### config.mk
export PLATFORM = sky130hd
export DESIGN_NAME = pipeline_ctrl_flat
export DESIGN_NICKNAME = d
export VERILOG_FILES = /design/src/rtl/pipeline_ctrl_if.sv /design/src/rtl/pipeline_ctrl.sv /design/src/flat_wrapper.sv
export SDC_FILE = /design/constraint.sdc
export NUM_CORES = 1
export LEC_CHECK = 0
export CAP_MARGIN = 20
export CORE_AREA = 4 4 61 63
export CTS_BUF_LIST = sky130_fd_sc_hd__clkbuf_8
export CTS_CLUSTER_DIAMETER = 150
export DETAILED_ROUTE_END_ITERATION = 10
export DIE_AREA = 0 0 65 67
export SETUP_SLACK_MARGIN = 0.05
export SYNTH_ARGS = -nofsm -noshare
export SYNTH_HDL_FRONTEND = slang
export SYNTH_SLANG_ARGS = --single-unit
### constraint.sdc
create_clock -name clk -period 2.1 [get_ports clk]
set_input_delay 0.42 -clock clk [delete_from_list [all_inputs] [get_ports clk]]
set_output_delay 0.42 -clock clk [all_outputs]
set_load 0.02 [all_outputs]
### src/rtl/pipeline_ctrl_if.sv
// Control bundle between the pipeline sequencing controller and the datapath.
// The controller takes the master view; the datapath takes the slave view.
interface pipeline_ctrl_if;
  logic [4:0] d_rs1;
  logic [4:0] d_rs2;
  logic [4:0] e_rd;
  logic       e_memread;
  logic       e_branch_taken;
  logic       m_memreq;
  logic       m_memready;
  logic       halt_req;
  logic       resume;

  logic       f_enable;
  logic       fd_enable;
  logic       fd_clear;
  logic       de_enable;
  logic       de_clear;
  logic       em_enable;
  logic       em_clear;
  logic       mw_enable;
  logic       mw_clear;
  logic       halted;
  logic       mem_timeout;

  modport master (
    input  d_rs1, d_rs2, e_rd, e_memread, e_branch_taken,
           m_memreq, m_memready, halt_req, resume,
    output f_enable, fd_enable, fd_clear, de_enable, de_clear,
           em_enable, em_clear, mw_enable, mw_clear, halted, mem_timeout
  );

  modport slave (
    output d_rs1, d_rs2, e_rd, e_memread, e_branch_taken,
           m_memreq, m_memready, halt_req, resume,
    input  f_enable, fd_enable, fd_clear, de_enable, de_clear,
           em_enable, em_clear, mw_enable, mw_clear, halted, mem_timeout
  );
endinterface

### src/rtl/pipeline_ctrl.sv
// Five-stage pipeline sequencer: hazard stalls, branch flushes, memory wait
// states and a drain-then-halt sequence, all as enable/clear controls.
module pipeline_ctrl #(
  parameter int DRAIN_CYCLES = 4,
  parameter int MEM_TIMEOUT  = 255
) (
  input  logic           clk,
  input  logic           reset,
  pipeline_ctrl_if.master bus
);

  typedef enum logic [1:0] {RUN, DRAIN, HALTED} state_e;

  localparam int             DW         = (DRAIN_CYCLES > 1) ? $clog2(DRAIN_CYCLES) : 1;
  localparam logic [DW-1:0]  DRAIN_LOAD = DW'(DRAIN_CYCLES - 1);
  localparam logic [7:0]     WAIT_MAX   = 8'(MEM_TIMEOUT);

  state_e        state_q, state_d;
  logic [DW-1:0] drain_cnt_q, drain_cnt_d;
  logic [7:0]    wait_cnt_q, wait_cnt_d;
  logic          timeout_q, timeout_d;
  logic          stall_mem;
  logic          load_use;

  assign stall_mem = bus.m_memreq & ~bus.m_memready;
  assign load_use  = bus.e_memread & (bus.e_rd != 5'd0) &
                     ((bus.e_rd == bus.d_rs1) | (bus.e_rd == bus.d_rs2));

  always_ff @(posedge clk or posedge reset) begin
    if (reset) begin
      state_q     <= RUN;
      drain_cnt_q <= '0;
      wait_cnt_q  <= '0;
      timeout_q   <= 1'b0;
    end else begin
      state_q     <= state_d;
      drain_cnt_q <= drain_cnt_d;
      wait_cnt_q  <= wait_cnt_d;
      timeout_q   <= timeout_d;
    end
  end

  // Drain progress is frozen while memory stalls, since no bubble advances.
  always_comb begin
    state_d     = state_q;
    drain_cnt_d = drain_cnt_q;
    case (state_q)
      RUN: begin
        if (bus.halt_req) begin
          state_d     = DRAIN;
          drain_cnt_d = DRAIN_LOAD;
        end
      end
      DRAIN: begin
        if (!stall_mem) begin
          if (drain_cnt_q == '0) state_d = HALTED;
          else                   drain_cnt_d = drain_cnt_q - 1'b1;
        end
      end
      HALTED: begin
        if (bus.resume) state_d = RUN;
      end
      default: state_d = RUN;
    endcase

    if (!stall_mem)                  wait_cnt_d = '0;
    else if (wait_cnt_q == WAIT_MAX) wait_cnt_d = wait_cnt_q;
    else                             wait_cnt_d = wait_cnt_q + 8'd1;
    timeout_d = timeout_q | (wait_cnt_d == WAIT_MAX);
  end

  // Reset is folded in combinationally so every stage bubbles while it is held.
  always_comb begin
    bus.f_enable  = 1'b1;
    bus.fd_enable = 1'b1;
    bus.fd_clear  = 1'b0;
    bus.de_enable = 1'b1;
    bus.de_clear  = 1'b0;
    bus.em_enable = 1'b1;
    bus.em_clear  = 1'b0;
    bus.mw_enable = 1'b1;
    bus.mw_clear  = 1'b0;
    if (reset) begin
      bus.f_enable  = 1'b0;
      bus.fd_enable = 1'b0;
      bus.fd_clear  = 1'b1;
      bus.de_enable = 1'b0;
      bus.de_clear  = 1'b1;
      bus.em_enable = 1'b0;
      bus.em_clear  = 1'b1;
      bus.mw_enable = 1'b0;
      bus.mw_clear  = 1'b1;
    end else if (state_q == HALTED) begin
      bus.f_enable  = 1'b0;
      bus.fd_enable = 1'b0;
      bus.de_enable = 1'b0;
      bus.em_enable = 1'b0;
      bus.mw_enable = 1'b0;
    end else begin
      if (stall_mem) begin
        bus.f_enable  = 1'b0;
        bus.fd_enable = 1'b0;
        bus.de_enable = 1'b0;
        bus.em_enable = 1'b0;
        bus.mw_enable = 1'b0;
        bus.mw_clear  = 1'b1;
      end else if (bus.e_branch_taken) begin
        bus.fd_clear  = 1'b1;
        bus.de_clear  = 1'b1;
      end else if (load_use) begin
        bus.f_enable  = 1'b0;
        bus.fd_enable = 1'b0;
        bus.de_clear  = 1'b1;
      end
      if (state_q == DRAIN) begin
        bus.f_enable  = 1'b0;
        bus.fd_clear  = 1'b1;
      end
    end
  end

  assign bus.halted      = (state_q == HALTED);
  assign bus.mem_timeout = timeout_q;

endmodule

### src/flat_wrapper.sv
// flat-port wrapper written by rule: the top's interface ports become plain ports
module pipeline_ctrl_flat 
#(
  parameter int DRAIN_CYCLES = 4,
  parameter int MEM_TIMEOUT  = 255
)
  (clk, reset, bus_d_rs1, bus_d_rs2, bus_e_rd, bus_e_memread, bus_e_branch_taken, bus_m_memreq, bus_m_memready, bus_halt_req, bus_resume, bus_f_enable, bus_fd_enable, bus_fd_clear, bus_de_enable, bus_de_clear, bus_em_enable, bus_em_clear, bus_mw_enable, bus_mw_clear, bus_halted, bus_mem_timeout);
  pipeline_ctrl_if bus_i ();
  input  logic clk;
  input  logic reset;
  input wire logic [$bits(bus_i.d_rs1)-1:0] bus_d_rs1;
  input wire logic [$bits(bus_i.d_rs2)-1:0] bus_d_rs2;
  input wire logic [$bits(bus_i.e_rd)-1:0] bus_e_rd;
  input wire logic [$bits(bus_i.e_memread)-1:0] bus_e_memread;
  input wire logic [$bits(bus_i.e_branch_taken)-1:0] bus_e_branch_taken;
  input wire logic [$bits(bus_i.m_memreq)-1:0] bus_m_memreq;
  input wire logic [$bits(bus_i.m_memready)-1:0] bus_m_memready;
  input wire logic [$bits(bus_i.halt_req)-1:0] bus_halt_req;
  input wire logic [$bits(bus_i.resume)-1:0] bus_resume;
  output wire logic [$bits(bus_i.f_enable)-1:0] bus_f_enable;
  output wire logic [$bits(bus_i.fd_enable)-1:0] bus_fd_enable;
  output wire logic [$bits(bus_i.fd_clear)-1:0] bus_fd_clear;
  output wire logic [$bits(bus_i.de_enable)-1:0] bus_de_enable;
  output wire logic [$bits(bus_i.de_clear)-1:0] bus_de_clear;
  output wire logic [$bits(bus_i.em_enable)-1:0] bus_em_enable;
  output wire logic [$bits(bus_i.em_clear)-1:0] bus_em_clear;
  output wire logic [$bits(bus_i.mw_enable)-1:0] bus_mw_enable;
  output wire logic [$bits(bus_i.mw_clear)-1:0] bus_mw_clear;
  output wire logic [$bits(bus_i.halted)-1:0] bus_halted;
  output wire logic [$bits(bus_i.mem_timeout)-1:0] bus_mem_timeout;
  assign bus_i.d_rs1 = bus_d_rs1;
  assign bus_i.d_rs2 = bus_d_rs2;
  assign bus_i.e_rd = bus_e_rd;
  assign bus_i.e_memread = bus_e_memread;
  assign bus_i.e_branch_taken = bus_e_branch_taken;
  assign bus_i.m_memreq = bus_m_memreq;
  assign bus_i.m_memready = bus_m_memready;
  assign bus_i.halt_req = bus_halt_req;
  assign bus_i.resume = bus_resume;
  assign bus_f_enable = bus_i.f_enable;
  assign bus_fd_enable = bus_i.fd_enable;
  assign bus_fd_clear = bus_i.fd_clear;
  assign bus_de_enable = bus_i.de_enable;
  assign bus_de_clear = bus_i.de_clear;
  assign bus_em_enable = bus_i.em_enable;
  assign bus_em_clear = bus_i.em_clear;
  assign bus_mw_enable = bus_i.mw_enable;
  assign bus_mw_clear = bus_i.mw_clear;
  assign bus_halted = bus_i.halted;
  assign bus_mem_timeout = bus_i.mem_timeout;
  pipeline_ctrl #(.DRAIN_CYCLES(DRAIN_CYCLES), .MEM_TIMEOUT(MEM_TIMEOUT)) u_core (.clk(clk), .reset(reset), .bus(bus_i));
endmodule
==> metrics <==
met3 routed WL=192 um; M1 WL=1031 um; Setup CP Type=input port to output port; power per cell area=633.3 nW/um^2; GRT Total Usage=12.78%; leading cell types in the layout, fill and taps excluded=buf_4, dfrtp_1, a21oi_1, clkdlybuf4s50_1, buf_2; count of pins over their slew limit=0; number of nets in the layout=178; DRT antenna net count=0; area fraction in compound gates after synthesis=17.87%; Final Instance Area=1435 sq um; global route overflow=0; xor and xnor area share after synthesis=11.46%; f_max=492.6 MHz; CP delay by family, top=buffers and inverters; Final Wtd Congestion=0.8070; drc violations=0; layout cells sized above 1=38.16%; part of the power in registers=33.8%; Logic pwr share=42.3%; Int Pwr=615.0 uW; hold crit path type=register to register; Slowest-stage cell, CP=nor3_2; Register-to-Register Setup Slack=0.31 ns; Synth Net Count=129; synth unique cells=33; DR WL met2=1486 um; die area=4355 sq um; RR Startpoint=u_core.wait_cnt_q[0]; mean area per synthesized cell=8.819 sq um; post-synthesis adder-cell area fraction=2.729%; final core utilization=44.41%; Slew headroom=71.64%; Final Critical Period=2.030 ns; Detailed Route WL=2760 um; Buf/Inv on CP=4; Critical Path End Type=output port; Root Buffer=clkbuf_8; Tcrit/Tclk final=96.67%; Top Ports=34; CP Launch Type=input port; Yosys warnings=0; largest family of logic cells by synthesized area=simple AND/OR/NAND/NOR gates; worst setup margin=0.06998 ns; status=completed; IO buf count=33; Die Wd=65 um; Max Used Layer=met4; final setup TNS=0 ns; clk_skew=0.001127 ns; RR Endpoint=u_core.bus.mem_timeout; Worst Hold Launch=u_core.bus.mem_timeout; post-synthesis mux area share=2.456%; Post-Synthesis Cells=104; Hold Vio Cnt, Final=0; Setup WS pre-CTS=-0.8296 ns; core area=3232 sq um; DP Area=1389 sq um; CP max FO=3; first-pass GRT wire length=4236 um; most frequent CP cell=buf_6; # rows=21; Detailed Route Iter0 Violations=15; vias in the first global route=938; max-cap violation count=0; worst path cell trace=buf_8 > buf_6 > xor2_2 > nor3_2 > o221ai_2 > buf_4 > o21a_1 > buf_6; Area growth syn-to-layout=56.48%; CTS Hold Bufs=0; worst hold path depth=1; post-synthesis instance area=917.1 sq um; clock network power share=23.9%; dpl hpwl=2067 um; Post-Synth Simple-Gate Area=23.47%; # diodes=0; register area share after synthesis=35.47%; drt pass-1 iters=4; worst endpoint data arrival time=1.61 ns; Switching Fraction=32.34%; Least-Margin Pin Slew=0.4226 ns; # Post-CTS Setup Buffers=0; clock slew seen by the registers of the worst setup and hold paths=0.05 ns; Leak=0.6748 nW; CTS tree=yes; R2R depth=5; Clock Sinks=13; NetSw=293.9 uW; # H-tree levels=1; #FFs+latches synth=13; clock tree buffer depth=2; total power=908.9 uW; CTS Buf Count=3; Worst path max stage delay=0.22 ns; vias per inst=4.990; initial antenna violation count=0; RSZ-0062 raised after global routing=yes; vias=988; worst-skew pair later-pin latency=0.24 ns; worst hold path endpoint=u_core.bus.mem_timeout; Initial Util=28.38%; Die H=67 um; largest net degree at the start of global routing=14; Fillers=325; final setup fails=0; maximum vdd drop=0.3524 mV; WP data required=1.68 ns; drt wl/cell=13.94 um
[worst register-to-register path: cells and delay by family (launching register included)]
family                   cells  cell delay, ns
adder cells (fa/ha/maj)      1            0.32
AO/OA/AOI/OAI                2            0.65
AND/OR/NAND/NOR              2            0.34
flip-flops                   1            0.43
[final cells by class]
class	instances	area [sq um]	area share [%]
clock buffer	3	41.29	2.877
clock inverter	1	3.754	0.2616
multi-input combinational	80	600.6	41.85
timing repair buffer	48	380.4	26.50
sequential	13	325.3	22.67
inverter	7	26.28	1.831
tap	46	57.56	4.010
[worst max-delay path by stage]
stage / start / endpoint / cells after the start
after floorplan: bus_e_rd[1] / bus_f_enable / 3
after global placement: bus_e_rd[1] / bus_fd_enable / 6
after detailed placement: bus_e_rd[1] / bus_fd_enable / 6
after CTS: bus_d_rs2[3] / bus_fd_enable / 8
after global routing: bus_e_rd[1] / bus_fd_enable / 8
final: bus_e_rd[3] / bus_fd_enable / 8
[per-stage QoR]
step | std cells | hold WS, ns
floorplan | 104 | 0.3084
global placement | 194 | 0.4609
detailed placement | 194 | 0.4584
CTS | 198 | 0.4725
global route | 198 | 0.5130
finish | 198 | 0.4667
[cell usage after synthesis (all sizes together)]
cell type,number,area (sq um)
dfrtp,13,325.3
a21oi,10,50.05
nand2,8,30.03
o21ai,8,40.04
inv,7,26.28
xnor2,7,61.31
nand3,6,35.03
nor2,6,22.52
nor3,5,25.02
xor2,5,43.79
and4,4,41.29
buf,4,33.78
a31oi,2,12.51
and3,2,17.52
ha,2,25.02
mux2,2,22.52
nor2b,2,12.51
a311oi,1,8.760
a41o,1,10.01
and4b,1,11.26
nand2b,1,6.260
nand4,1,6.260
o21a,1,7.510
o221a,1,11.26
o221ai,1,8.760
o22ai,1,6.260
o32ai,1,8.760
or4,1,7.510
[registers in the layout (all words and copies together) (netlist names)]
signal and flops:
u_core.wait_cnt_q 8, u_core.drain_cnt_q 2, u_core.state_q 2, u_core.bus.mem_timeout 1
[logic make-up (layout without fill, tap and decap cells)]
kind of cell	Yosys count	count (layout)
AOI/OAI and AO/OA	27	27
xor gates and xnor gates	12	12
adders and majority gates	2	2
buffers and inverters	11	59
DFF	13	13
muxes	2	2
and+or+nand+nor	37	37
[repair_timing]
action	CTS	global route
pin swaps	13	14
endpoints found under the hold margin	0	0
resized for setup	75	26
setup endpoints to repair	9	6
[power by group through the flow]
stage | clock network [mW] | registers [mW] | logic (mW)
3_3_place_gp | 0 | 0.309 | 0.385
3_5_place_dp | 0 | 0.312 | 0.400
2_1_floorplan | 0 | 0.317 | 0.211
6_report | 0.217 | 0.307 | 0.384
5_1_grt | 0.241 | 0.311 | 0.425
4_1_cts | 0.226 | 0.307 | 0.385
[per-layer routing]
| layer | vias to the layer above | global-route usage, % |
|---|---|---|
| li1 | 472 | - |
| met4 | 0 | 3.958 |
| met1 | 467 | 13.24 |
| met2 | 41 | 25.29 |
| met5 | - | 0 |
| met3 | 8 | 2.698 |
Power figures use the tool's default switching activity.
